### config.mk
export PLATFORM = sky130hd
export DESIGN_NAME = tag_lookup_controller_flat
export DESIGN_NICKNAME = d
export VERILOG_FILES = /design/src/rtl/tag_lookup_controller_if.sv /design/src/rtl/tag_lookup_controller.sv /design/src/flat_wrapper.sv
export SDC_FILE = /design/constraint.sdc
export NUM_CORES = 1
export LEC_CHECK = 0
export BUFFER_PORTS_ARGS = -buffer_cell sky130_fd_sc_hd__buf_2
export CORE_ASPECT_RATIO = 0.5
export CORE_MARGIN = 1.5
export CORE_UTILIZATION = 34
export DETAILED_ROUTE_END_ITERATION = 10
export GPL_TIMING_DRIVEN = 1
export SLEW_MARGIN = 15
export SYNTH_ARGS = -nofsm -noshare
export SYNTH_HDL_FRONTEND = slang
export SYNTH_SLANG_ARGS = --single-unit
### constraint.sdc
create_clock -name clock -period 2.8 [get_ports clock]
set_input_delay 0.14 -clock clock [delete_from_list [all_inputs] [get_ports clock]]
set_output_delay 0.14 -clock clock [all_outputs]
set_load 0.02 [all_outputs]
### src/rtl/tag_lookup_controller_if.sv
// Bundle of signals between the tag lookup controller and its surroundings
// (requester, tag units, tag write path, responder).
//   master : the controller side (drives lookup/write strobes and responses)
//   slave  : the environment side (drives requests, tag-unit results, responseReady)
// Signals:
//   requestValid/requestReady/requestIndex/requestTag  - lookup request handshake
//   lookupEnable/lookupIndex/lookupTag                 - strobe to the tag units
//   hitVector/validVector                              - per-way results from tag units
//   writeEnable/cacheNumberIn                          - tag write strobe and way select
//   responseValid/responseReady/responseHit/
//   cacheNumberOut/multiHit                            - lookup result handshake
interface tag_lookup_controller_if #(
  parameter int TAG_WIDTH         = 6,
  parameter int INDEX_WIDTH       = 6,
  parameter int SET_ASSOCIATIVITY = 2
);
  localparam int WAYS = 2 ** SET_ASSOCIATIVITY;

  logic                         requestValid;
  logic                         requestReady;
  logic [INDEX_WIDTH-1:0]       requestIndex;
  logic [TAG_WIDTH-1:0]         requestTag;

  logic                         lookupEnable;
  logic [INDEX_WIDTH-1:0]       lookupIndex;
  logic [TAG_WIDTH-1:0]         lookupTag;

  logic [WAYS-1:0]              hitVector;
  logic [WAYS-1:0]              validVector;

  logic                         writeEnable;
  logic [SET_ASSOCIATIVITY-1:0] cacheNumberIn;

  logic                         responseValid;
  logic                         responseReady;
  logic                         responseHit;
  logic [SET_ASSOCIATIVITY-1:0] cacheNumberOut;
  logic                         multiHit;

  modport master (
    input  requestValid, requestIndex, requestTag,
    input  hitVector, validVector, responseReady,
    output requestReady, lookupEnable, lookupIndex, lookupTag,
    output writeEnable, cacheNumberIn,
    output responseValid, responseHit, cacheNumberOut, multiHit
  );

  modport slave (
    output requestValid, requestIndex, requestTag,
    output hitVector, validVector, responseReady,
    input  requestReady, lookupEnable, lookupIndex, lookupTag,
    input  writeEnable, cacheNumberIn,
    input  responseValid, responseHit, cacheNumberOut, multiHit
  );
endinterface

### src/rtl/tag_lookup_controller.sv
// Tag lookup controller for a set-associative tag store.
// Accepts one lookup request at a time, strobes the tag units, evaluates the
// per-way hit/valid results, allocates a way on a miss (lowest invalid way,
// otherwise a per-set round-robin victim pointer), and returns the hit/way
// result through a valid/ready response handshake.
// Ports:
//   clock - rising-edge clock
//   reset - asynchronous active-low reset
//   bus   - tag_lookup_controller_if.master (request, lookup, write, response)
module tag_lookup_controller #(
  parameter int TAG_WIDTH         = 6,
  parameter int INDEX_WIDTH       = 6,
  parameter int SET_ASSOCIATIVITY = 2
) (
  input  logic                   clock,
  input  logic                   reset,
  tag_lookup_controller_if.master bus
);

  localparam int WAYS = 2 ** SET_ASSOCIATIVITY;
  localparam int SETS = 2 ** INDEX_WIDTH;

  typedef enum logic [2:0] {
    IDLE,
    LOOKUP,
    COMPARE,
    ALLOCATE,
    RESPOND
  } stateType;

  stateType                                 state;
  logic [SETS-1:0][SET_ASSOCIATIVITY-1:0]   victimPointer;

  logic                                     lookupEnableReg;
  logic [INDEX_WIDTH-1:0]                   lookupIndexReg;
  logic [TAG_WIDTH-1:0]                     lookupTagReg;
  logic                                     writeEnableReg;
  logic [SET_ASSOCIATIVITY-1:0]             cacheNumberInReg;
  logic                                     responseValidReg;
  logic                                     responseHitReg;
  logic [SET_ASSOCIATIVITY-1:0]             cacheNumberOutReg;
  logic                                     multiHitReg;

  logic                                     allValid;
  logic [SET_ASSOCIATIVITY-1:0]             allocWay;

  function automatic logic [SET_ASSOCIATIVITY-1:0] lowestSetBit(input logic [WAYS-1:0] vec);
    logic [SET_ASSOCIATIVITY-1:0] way;
    way = '0;
    for (int i = WAYS - 1; i >= 0; i--) begin
      if (vec[i]) way = SET_ASSOCIATIVITY'(i);
    end
    return way;
  endfunction

  function automatic logic moreThanOne(input logic [WAYS-1:0] vec);
    int count;
    count = 0;
    for (int i = 0; i < WAYS; i++) begin
      if (vec[i]) count++;
    end
    return (count > 1);
  endfunction

  // Victim choice for a miss: prefer a free way; only a full set consumes
  // the round-robin pointer.
  always_comb begin
    allValid = &bus.validVector;
    allocWay = lowestSetBit(~bus.validVector);
    if (allValid) allocWay = victimPointer[lookupIndexReg];
  end

  always_ff @(posedge clock or negedge reset) begin
    if (!reset) begin
      state             <= IDLE;
      victimPointer     <= '0;
      lookupEnableReg   <= 1'b0;
      lookupIndexReg    <= '0;
      lookupTagReg      <= '0;
      writeEnableReg    <= 1'b0;
      cacheNumberInReg  <= '0;
      responseValidReg  <= 1'b0;
      responseHitReg    <= 1'b0;
      cacheNumberOutReg <= '0;
      multiHitReg       <= 1'b0;
    end else begin
      case (state)
        // Accept a request; the lookup strobe is raised for the LOOKUP cycle.
        IDLE: begin
          if (bus.requestValid) begin
            lookupIndexReg  <= bus.requestIndex;
            lookupTagReg    <= bus.requestTag;
            lookupEnableReg <= 1'b1;
            state           <= LOOKUP;
          end
        end
        // Tag units see the strobe this cycle and answer in the next one.
        LOOKUP: begin
          lookupEnableReg <= 1'b0;
          state           <= COMPARE;
        end
        // The miss decision is made here so that writeEnable is already a
        // registered pulse throughout ALLOCATE.
        COMPARE: begin
          if (|bus.hitVector) begin
            responseHitReg    <= 1'b1;
            cacheNumberOutReg <= lowestSetBit(bus.hitVector);
            multiHitReg       <= moreThanOne(bus.hitVector);
            responseValidReg  <= 1'b1;
            state             <= RESPOND;
          end else begin
            responseHitReg    <= 1'b0;
            multiHitReg       <= 1'b0;
            cacheNumberOutReg <= allocWay;
            cacheNumberInReg  <= allocWay;
            writeEnableReg    <= 1'b1;
            if (allValid) begin
              victimPointer[lookupIndexReg] <=
                victimPointer[lookupIndexReg] + SET_ASSOCIATIVITY'(1);
            end
            state             <= ALLOCATE;
          end
        end
        // Write strobe cycle; index/tag stay on lookupIndex/lookupTag.
        ALLOCATE: begin
          writeEnableReg   <= 1'b0;
          responseValidReg <= 1'b1;
          state            <= RESPOND;
        end
        // Hold the result until the consumer takes it.
        RESPOND: begin
          if (bus.responseReady) begin
            responseValidReg <= 1'b0;
            state            <= IDLE;
          end
        end
        default: state <= IDLE;
      endcase
    end
  end

  assign bus.requestReady   = (state == IDLE);
  assign bus.lookupEnable   = lookupEnableReg;
  assign bus.lookupIndex    = lookupIndexReg;
  assign bus.lookupTag      = lookupTagReg;
  assign bus.writeEnable    = writeEnableReg;
  assign bus.cacheNumberIn  = cacheNumberInReg;
  assign bus.responseValid  = responseValidReg;
  assign bus.responseHit    = responseHitReg;
  assign bus.cacheNumberOut = cacheNumberOutReg;
  assign bus.multiHit       = multiHitReg;

endmodule

### src/flat_wrapper.sv
// flat-port wrapper written by rule: the top's interface ports become plain ports
module tag_lookup_controller_flat 
#(
  parameter int TAG_WIDTH         = 6,
  parameter int INDEX_WIDTH       = 6,
  parameter int SET_ASSOCIATIVITY = 2
)
  (clock, reset, bus_requestValid, bus_requestIndex, bus_requestTag, bus_hitVector, bus_validVector, bus_responseReady, bus_requestReady, bus_lookupEnable, bus_lookupIndex, bus_lookupTag, bus_writeEnable, bus_cacheNumberIn, bus_responseValid, bus_responseHit, bus_cacheNumberOut, bus_multiHit);
  tag_lookup_controller_if #(.TAG_WIDTH(TAG_WIDTH), .INDEX_WIDTH(INDEX_WIDTH), .SET_ASSOCIATIVITY(SET_ASSOCIATIVITY)) bus_i ();
  input  logic clock;
  input  logic reset;
  input wire logic [$bits(bus_i.requestValid)-1:0] bus_requestValid;
  input wire logic [$bits(bus_i.requestIndex)-1:0] bus_requestIndex;
  input wire logic [$bits(bus_i.requestTag)-1:0] bus_requestTag;
  input wire logic [$bits(bus_i.hitVector)-1:0] bus_hitVector;
  input wire logic [$bits(bus_i.validVector)-1:0] bus_validVector;
  input wire logic [$bits(bus_i.responseReady)-1:0] bus_responseReady;
  output wire logic [$bits(bus_i.requestReady)-1:0] bus_requestReady;
  output wire logic [$bits(bus_i.lookupEnable)-1:0] bus_lookupEnable;
  output wire logic [$bits(bus_i.lookupIndex)-1:0] bus_lookupIndex;
  output wire logic [$bits(bus_i.lookupTag)-1:0] bus_lookupTag;
  output wire logic [$bits(bus_i.writeEnable)-1:0] bus_writeEnable;
  output wire logic [$bits(bus_i.cacheNumberIn)-1:0] bus_cacheNumberIn;
  output wire logic [$bits(bus_i.responseValid)-1:0] bus_responseValid;
  output wire logic [$bits(bus_i.responseHit)-1:0] bus_responseHit;
  output wire logic [$bits(bus_i.cacheNumberOut)-1:0] bus_cacheNumberOut;
  output wire logic [$bits(bus_i.multiHit)-1:0] bus_multiHit;
  assign bus_i.requestValid = bus_requestValid;
  assign bus_i.requestIndex = bus_requestIndex;
  assign bus_i.requestTag = bus_requestTag;
  assign bus_i.hitVector = bus_hitVector;
  assign bus_i.validVector = bus_validVector;
  assign bus_i.responseReady = bus_responseReady;
  assign bus_requestReady = bus_i.requestReady;
  assign bus_lookupEnable = bus_i.lookupEnable;
  assign bus_lookupIndex = bus_i.lookupIndex;
  assign bus_lookupTag = bus_i.lookupTag;
  assign bus_writeEnable = bus_i.writeEnable;
  assign bus_cacheNumberIn = bus_i.cacheNumberIn;
  assign bus_responseValid = bus_i.responseValid;
  assign bus_responseHit = bus_i.responseHit;
  assign bus_cacheNumberOut = bus_i.cacheNumberOut;
  assign bus_multiHit = bus_i.multiHit;
  tag_lookup_controller #(.TAG_WIDTH(TAG_WIDTH), .INDEX_WIDTH(INDEX_WIDTH), .SET_ASSOCIATIVITY(SET_ASSOCIATIVITY)) u_core (.clock(clock), .reset(reset), .bus(bus_i));
endmodule
==> results.ini, run 1 <==
[yosys]
syn_nets=666
synthCells=638
synth-edff-count=0
avgSynthCellArea_um2=11.7
netlist_area_um2=7460
ys_warn_count=0
ys_ff_latch=152
synthFlopType=dfrtp_1
yosysSeqAreaShare_pct=51.0
synth-async-reset-ratio_pct=100
ys_types=45

[power_and_ir_drop]
max-vdd-ir-drop_mv=0.709
power_density_nw_per_um2=952
p_leak_uw=0.00436

[layout]
mostFrequentLayoutCell=dfrtp_1
drive_gt1_share_pct=41.1
num-fill-cells=2007
antenna_cells=0
syn_to_final_growth_pct=25.0
fin_nets=776
final_util_pct=43.2
final_cells=1061
most-common-layout-cells=dfrtp_1, mux2_2, nand2_1

[global_route]
antenna_found_initial=1
grtUsageMet3_pct=3.09
grt_pass1_wl_um=31000
grt-ovfl-total=0
grt_max_degree=52
use_met1_pct=24.2
busiest_layer=met2
grt_usage_pct=17.8
grtUsageMet2_pct=29.1
grt_pass1_vias=5614

[floorplanning]
die_w_um=212
core_um2=21600
initial_core_util_pct=34.6
pin_count=46
fp.dieH_um=108
num_rows=38
fp.dieArea_um2=22900

[clock_tree]
cts_buffer_depth=2
cts_made_buffers=17
cts_root_buffer=clkbuf_16
cts.htree.levels=4
insertion_delay_ps=430
clkTransAtPathRegs_ps=70
tritoncts=yes
cts.sinks=152

[worst_setup_path]
cpPeakStageDelay_ps=470
crit_top_cell=buf_4
worst_ep_arrival_time_ps=3060
crit_chain=buf_4, or2_1, o32ai_1, o31ai_1, buf_4, o2111ai_1, and4bb_2, xor2_4, buf_12, clkbuf_16, mux2_2
critPathRequiredTime_ps=3110
path_max_fanout=11
end_kind=flip-flop
cp-start-kind=flip-flop
critical_path_class=flip-flop to flip-flop
cpMaxStageDelayCell=dfrtp_2

[sta]
max_freq_mhz=363
slew_headroom_pct=64.5
worst_pin_slew_ps=533
grt_setup_unrepaired=true
period_minus_slack_ps=2750
hold_ws_ps=11.2
hold_violations=0
fin_ws_ps=45.8
post-route-period-util_pct=98.4
slew_violations=0
finalSetupViolations=0
fin_worst_skew_ps=11.3

[place]
routabilityCongestion=0.801
dp_cells=1003
place_ws_ps=-106
dp_hpwl_um=13400
io_buffers=45

[drt]
drcViolationCount=0
via_per_inst=5.20
vias=5515
wl_um=19900
drtIter0Drc=443
ant_nets=0
firstDrtPassIters=5
wire_per_inst_um=18.8

[status]
status=finished, final reports clean

[job]
drv_cap=0

[min_path]
hold_path_class=primary input to flip-flop

-- what timing repair did --
item                       in CTS  in global routing
cloned                          0                  2
setup endpoints to repair      87                110
hold endpoints to repair       61                  0
gates resized for setup         1                 21
setup buffers                   0                 10
hold buffers                   14                  0
-- report_power, final --
group / leakage (µW) / switching [µW] / internal [µW] / total, µW
logic: 0.00197 / 2270 / 1570 / 3830
clock network: 0.000310 / 945 / 1550 / 2490
registers: 0.00208 / 190 / 2360 / 2550
total: 0.00436 / 3400 / 5480 / 8880
-- state kept, by name, indices dropped and copies added (netlist names) --
signal and count:
u_core.bus.cacheNumberIn 2, u_core.bus.responseValid 1, u_core.bus.lookupTag 6, u_core.bus.lookupIndex 6
u_core.victimPointer 128, u_core.bus.lookupEnable 1, u_core.bus.cacheNumberOut 2, u_core.state 3
u_core.bus.writeEnable 1, u_core.bus.responseHit 1, u_core.bus.multiHit 1
-- path summary, 6_finish.rpt --
| kind | startpoint | end | slack [ps] | cells after the start |
|---|---|---|---|---|
| setup / recovery | u_core.bus.lookupIndex[2]$_DFFE_PN0P_ | u_core.victimPointer[67]$_DFFE_PN0P_ | 50 | 11 |
| hold / removal | bus_responseReady | u_core.state[2]$_DFFE_PN0P_ | 10 | 3 |
| setup reg to reg | u_core.bus.lookupIndex[2]$_DFFE_PN0P_ | u_core.victimPointer[67]$_DFFE_PN0P_ | 50 | 11 |
| hold reg to reg | u_core.bus.writeEnable$_DFFE_PN0P_ | u_core.bus.writeEnable$_DFFE_PN0P_ | 480 | 2 |
| max in group asynchronous | reset | u_core.victimPointer[103]$_DFFE_PN0P_ | 1730 | 3 |
| min in group asynchronous | reset | u_core.bus.cacheNumberOut[0]$_DFFE_PN0N_ | 220 | 2 |
-- logic make-up (layout without fill, tap and decap cells) --
group	Yosys count	after routing	synth area share, %
XOR/XNOR	1	1	0.369
buffers and inverters	57	180	4.01
AO/OA/AOI/OAI	87	87	8.64
multiplexers	171	171	25.3
flip-flops	152	152	51.0
AND/OR/NAND/NOR	166	166	10.1
adder cells (fa/ha/maj)	4	4	0.671
-- cell type report --
| class | count | area (µm²) | share of cell area (%) |
|---|---|---|---|
| inverter | 17 | 63.8 | 0.684 |
| timing repair buffer | 131 | 1010 | 10.8 |
| clock buffer | 19 | 453 | 4.86 |
| multi-input combinational | 429 | 3430 | 36.7 |
| clock inverter | 13 | 193 | 2.07 |
| sequential | 152 | 3810 | 40.8 |
| tap | 300 | 375 | 4.02 |
-- critical path: cells and delay by family (launching register included) --
kind / cells / cell delay (ps)
buffers and inverters: 4 / 640
AOI/OAI and AO/OA: 3 / 530
and+or+nand+nor: 2 / 540
DFF: 1 / 470
xor gates and xnor gates: 1 / 170
muxes: 1 / 270
-- cells in the mapped netlist, types with 2 or more instances --
library cell	number	area (µm²)
a21o_1	2	15.0
a21oi_1	12	60.1
a221o_1	13	130
a221oi_1	8	70.1
and2_1	3	18.8
and4bb_2	2	25.0
buf_1	2	7.51
buf_2	16	80.1
buf_4	5	37.5
buf_6	6	67.6
clkbuf_1	10	37.5
dfrtp_1	152	3800
ha_1	4	50.1
inv_1	17	63.8
mux2_2	139	1570
mux2i_1	32	320
nand2_1	67	251
nand2b_1	6	37.5
nand3_1	6	30.0
nand3b_1	5	37.5
nor2_1	54	203
nor2b_1	5	31.3
nor3_1	3	15.0
nor4_1	5	31.3
o2111ai_1	2	17.5
o21ai_0	9	45.0
o22ai_1	18	113
o31ai_1	6	45.0
o32ai_1	12	105
or2_1	2	12.5
-- per-stage QoR --
| step | TNS (ps) | total power (µW) | area (µm²) |
|---|---|---|---|
| 2_1_floorplan | 0 | 4570 | 7460 |
| 3_3_place_gp | -8050 | 5820 | 8340 |
| 3_5_place_dp | -6950 | 5860 | 8340 |
| 4_1_cts | 0 | 8390 | 9130 |
| 5_1_grt | -113 | 9290 | 9330 |
| 6_report | 0 | 8880 | 9330 |
-- routing by layer --
layer / part of all wire [%] / up-vias
met5: 0 / -
met4: 1.5 / 0
met3: 4.5 / 29
met2: 47 / 141
met1: 47 / 2825
li1: - / 2520
(Power assumes the default switching activity.)
==> run 2: changes to the inputs <==
ABC_AREA = 1   (was not set)
==> run 2 against run 1 <==
Net effect: setup slack improved by 300 ps; clock skew shrank 1.6 ps; combinational power rose by 9.9%; area after synthesis grew 11%.
==> results.ini, run 2 <==
[sta]
fin_ws_ps=348
fin_worst_skew_ps=9.68
worst_pin_slew_ps=784
hold_ws_ps=36.6
finalSetupTns_ps=0
post-route-period-util_pct=87.6
grt_setup_unrepaired=false
slew_headroom_pct=47.7
slew_violations=0
hold_violations=0
finalSetupViolations=0
period_minus_slack_ps=2450
max_freq_mhz=408

[job]
drv_cap=0

[power_and_ir_drop]
max-vdd-ir-drop_mv=0.740
p_leak_uw=0.00492
p_total_uw=9130
power_density_nw_per_um2=942

[drt]
wire_per_inst_um=14.3
drtIter0Drc=602
via_per_inst=4.81
firstDrtPassIters=5
vias=7628
drcViolationCount=0
wl_um=22600
ant_nets=0

[floorplanning]
num_rows=40
core_um2=24000
fp.dieH_um=113
fp.dieArea_um2=25400
pin_count=46
initial_core_util_pct=34.6
die_w_um=224

[place]
dp_hpwl_um=15300
io_buffers=45
routabilityCongestion=0.875
place_ws_ps=383

[clock_tree]
tritoncts=yes
cts_root_buffer=clkbuf_16
cts.htree.levels=4
postCtsSetupBuffers=0
post_cts_resized=0
holdBufCountCts=13
cts_made_buffers=17
clkTransAtPathRegs_ps=60
insertion_delay_ps=430
cts.sinks=152
cts_buffer_depth=2

[min_path]
hold_path_class=primary input to flip-flop

[yosys]
synthTopCellsByCount=nand2_1, inv_1, dfrtp_1
ys_ff_latch=152
synth_area_leaders=dfrtp_1, nand2_1, inv_1, nand3_1, nor2_1
syn_nets=1222
yosysSeqAreaShare_pct=45.9
ys_warn_count=0
avgSynthCellArea_um2=6.94
synth_top_area_cell=dfrtp_1
netlist_area_um2=8290
ys_types=30
synth.top_cell.area_share_pct=45.9
synthCells=1194
synth-edff-count=0
synth-async-reset-ratio_pct=100
yosysMostFrequentCell=nand2_1
synthFlopType=dfrtp_1

[worst_setup_path]
cp-start-kind=flip-flop
critPathRequiredTime_ps=3170
worst_ep_arrival_time_ps=2820
end_kind=flip-flop
critical_path_class=flip-flop to flip-flop
path_max_fanout=26

[global_route]
grt-ovfl-total=0
grt_pass1_vias=7287
grt_max_degree=82
antenna_found_initial=0
grt_usage_pct=18.7
grt_pass1_wl_um=37600

[layout]
mostFrequentLayoutCell=nand2_1
multiInputGateArea_um2=3470
fin_nets=1286
antenna_cells=0
syn_to_final_growth_pct=17.0
num-fill-cells=2457
final-seq-area_um2=3800
top_register=u_core.victimPointer
most-common-layout-cells=nand2_1, inv_1, dfrtp_1
largest_reg_flops=128
final_util_pct=40.4
drive_gt1_share_pct=10.4

[status]
status=finished, final reports clean

==> run 2: cell count changes after synthesis, sizes merged, moves of 32 or more <==
cell and delta:
mux2i -32, inv +188, mux2 -133, nand2 +337
nand3 +136, o21ai +77, nor2 +51
==> run 2: path summary, 6_finish.rpt <==
kind	cells after the start	slack (ps)	from	endpoint
max reg2reg	12	350	u_core.bus.lookupIndex[1]$_DFFE_PN0P_	u_core.victimPointer[107]$_DFFE_PN0P_
min	3	40	bus_requestValid	u_core.state[0]$_DFFE_PN0P_
min reg2reg	2	480	u_core.victimPointer[13]$_DFFE_PN0P_	u_core.victimPointer[13]$_DFFE_PN0P_
min in group asynchronous	2	330	reset	u_core.victimPointer[0]$_DFFE_PN0P_
max in group asynchronous	3	1640	reset	u_core.victimPointer[71]$_DFFE_PN0P_
max	12	350	u_core.bus.lookupIndex[1]$_DFFE_PN0P_	u_core.victimPointer[107]$_DFFE_PN0P_
==> run 2: power by group <==
group          internal [µW]  switching, µW  total, µW  leakage [µW]
sequential              2370            151       2520       0.00207
clock                   1450            959       2410      0.000290
combinational           1170           3040       4210       0.00255
total                   4990           4150       9130       0.00492
==> run 2: cell type report <==
type,count,area share (%)
Clock buffer,21,4.75
Inverter,205,7.94
Clock inverter,10,1.50
Sequential cell,152,39.2
Multi-Input combinational cell,794,35.8
Timing Repair Buffer,88,6.70
Tap cell,315,4.06
==> run 2: logic make-up (layout without fill, tap and decap cells) <==
group                    after synthesis  count (layout)  share of synthesized area, %
AO/OA/AOI/OAI                        101             101                          6.19
XOR/XNOR                               2               2                         0.211
adder cells (fa/ha/maj)                4               4                         0.604
buffers and inverters                248             324                          12.2
flip-flops                           152             152                          45.9
multiplexers                           6               6                         0.815
AND/OR/NAND/NOR                      681             681                          34.1
==> run 2: metal layers <==
metal / vias up / global-route usage, % / routed length [µm]
li1: 3786 / - / -
met1: 3574 / 25.5 / 10800
met2: 237 / 30.0 / 9990
met3: 31 / 3.74 / 1420
met4: 0 / 5.90 / 395
met5: - / 0 / 0
==> run 2: metrics by stage <==
| step | cells | area [µm²] |
|---|---|---|
| after global routing | 1585 | 9700 |
| final | 1585 | 9700 |
| after CTS | 1585 | 9700 |
| after floorplan | 1194 | 8290 |
| after global placement | 1541 | 8960 |
| after detailed placement | 1541 | 8960 |
==> run 2: critical path: stages (launching register included) <==
cell	delay, ps
dfrtp_1	440
nand2_1	300
inv_2	220
nand3_1	110
nand2_1	120
o21ai_1	210
nand2_1	80
nor2_1	110
nand2_1	130
nand2_2	130
buf_4	310
nand3_1	120
nand2_1	80
==> run 3: changes to the inputs <==
BUFFER_PORTS_ARGS = -buffer_cell sky130_fd_sc_hd__clkbuf_2   (was -buffer_cell sky130_fd_sc_hd__buf_2)
==> run 3 against run 2 <==
Net effect: count of clock-buffer cells in the layout increased by 1; maximum frequency about the same; first-iteration DRC count increased by 30%; wire length increased by 1.4%; largest cell class unchanged.
==> results.ini, run 3 (synthesis gave the netlist of run 2 again) <==
[clock_tree]
cts_made_buffers=17
cts_buffer_depth=2
clkTransAtPathRegs_ps=60
cts.sinks=152
postCtsSetupBuffers=0
tritoncts=yes
cts.htree.levels=4
insertion_delay_ps=440
cts_root_buffer=clkbuf_16

[layout]
num-fill-cells=2448
fin_nets=1280
mostFrequentLayoutCell=nand2_1
drive_gt1_share_pct=10.0
antenna_cells=0
largest_reg_flops=128
final_util_pct=40.4
most-common-layout-cells=nand2_1, inv_1, dfrtp_1
top_register=u_core.victimPointer
syn_to_final_growth_pct=16.8

[worst_setup_path]
end_kind=flip-flop
critical_path_class=flip-flop to flip-flop
path_max_fanout=21
cp-start-kind=flip-flop
worst_ep_arrival_time_ps=2770
critPathRequiredTime_ps=3120

[global_route]
grt_pass1_vias=7455
grtUsageMet3_pct=3.68
busiest_layer=met2
grt_usage_pct=18.9
grt_max_degree=79
use_met1_pct=24.9
grt-ovfl-total=0
grt_pass1_wl_um=37900
grtUsageMet2_pct=31.0
antenna_found_initial=0

[sta]
grt_setup_unrepaired=false
fin_worst_skew_ps=8.11
post-route-period-util_pct=87.6
hold_violations=0
period_minus_slack_ps=2450
finalSetupTns_ps=0
max_freq_mhz=408
finalSetupViolations=0
slew_headroom_pct=45.0
slew_violations=0
worst_pin_slew_ps=824

[floorplanning]
fp.dieArea_um2=25400
pin_count=46
initial_core_util_pct=34.6
die_w_um=224
fp.dieH_um=113
core_um2=24000
num_rows=40

[drt]
firstDrtPassIters=5
vias=7689
drtIter0Drc=781
drcViolationCount=0
ant_nets=0
via_per_inst=4.87
wire_per_inst_um=14.5
wl_um=23000

[job]
drv_cap=0

[power_and_ir_drop]
p_int_uw=4890
p_sw_uw=4150
p_leak_uw=0.00490
p_clk_share_pct=25.8
max-vdd-ir-drop_mv=0.837
combPwrFrac_pct=46.3
switching_share_pct=45.9
power_density_nw_per_um2=934
share_seq_of_total_power_pct=27.9

[status]
status=finished, final reports clean

[min_path]
hold_path_class=primary input to flip-flop

[place]
io_buffers=45
dp_hpwl_um=15200
routabilityCongestion=0.877

[run 3: worst max-delay path, cell delays in order, from the launching register on]
cell and delay [ps]:
dfrtp_1 450, nand2_1 300, inv_2 220, nand3_1 120, nand2_1 80, o21ai_0 280
nand2_1 110, nor2_1 160, nand2_2 110, buf_4 230, o21ai_1 190, nand2_1 70
[run 3: through the flow]
| stage | hold slack [ps] | area, µm² | worst slack, ps | std cells | total power [µW] |
|---|---|---|---|---|---|
| floorplan | -156 | 8290 | 782 | 1194 | 5240 |
| global placement | 239 | 8950 | 421 | 1534 | 6700 |
| detailed placement | 250 | 8950 | 385 | 1534 | 6730 |
| CTS | 14.3 | 9680 | 354 | 1580 | 9080 |
| global route | 36.2 | 9680 | 50.8 | 1580 | 9600 |
| finish | 20.6 | 9680 | 348 | 1580 | 9050 |
[run 3: area by class of cell]
| type | instances | area [µm²] | area share (%) |
|---|---|---|---|
| Sequential cell | 152 | 3800 | 39.3 |
| Multi-Input combinational cell | 794 | 3480 | 35.9 |
| Inverter | 205 | 769 | 7.95 |
| Timing Repair Buffer | 82 | 644 | 6.66 |
| Clock buffer | 22 | 474 | 4.90 |
| Tap cell | 315 | 394 | 4.07 |
| Clock inverter | 10 | 119 | 1.23 |
[run 3: power by group through the flow]
stage | sequential [µW] | combinational, µW | clock, µW
floorplan | 2700 | 2540 | 0
global placement | 2550 | 4140 | 0
detailed placement | 2560 | 4170 | 0
CTS | 2520 | 4180 | 2370
global route | 2550 | 4590 | 2470
finish | 2530 | 4180 | 2340
[run 3: metal layers]
| metal | routed length (µm) | up-vias |
|---|---|---|
| met2 | 10300 | 258 |
| met5 | 0 | - |
| li1 | - | 3769 |
| met1 | 10900 | 3628 |
| met3 | 1400 | 34 |
| met4 | 376 | 0 |
[run 3: worst paths after layout]
check                                                      start                                       end  slack (ps)  cells after the start
max                        u_core.bus.lookupIndex[1]$_DFFE_PN0P_  u_core.bus.cacheNumberOut[0]$_DFFE_PN0N_         350                     11
min                                             bus_requestValid               u_core.state[0]$_DFFE_PN0P_          20                      3
max reg2reg                u_core.bus.lookupIndex[1]$_DFFE_PN0P_  u_core.bus.cacheNumberOut[0]$_DFFE_PN0N_         350                     11
min reg2reg                 u_core.victimPointer[15]$_DFFE_PN0P_      u_core.victimPointer[15]$_DFFE_PN0P_         480                      2
max in group asynchronous                                  reset     u_core.victimPointer[108]$_DFFE_PN0P_        1750                      3
min in group asynchronous                                  reset      u_core.victimPointer[57]$_DFFE_PN0P_         320                      2
[run 3: repair_timing]
action	4_1_cts	5_1_grt
endpoints found under the setup margin	0	1
gates resized for setup	0	1
hold buffers	14	0
hold endpoints to repair	90	0
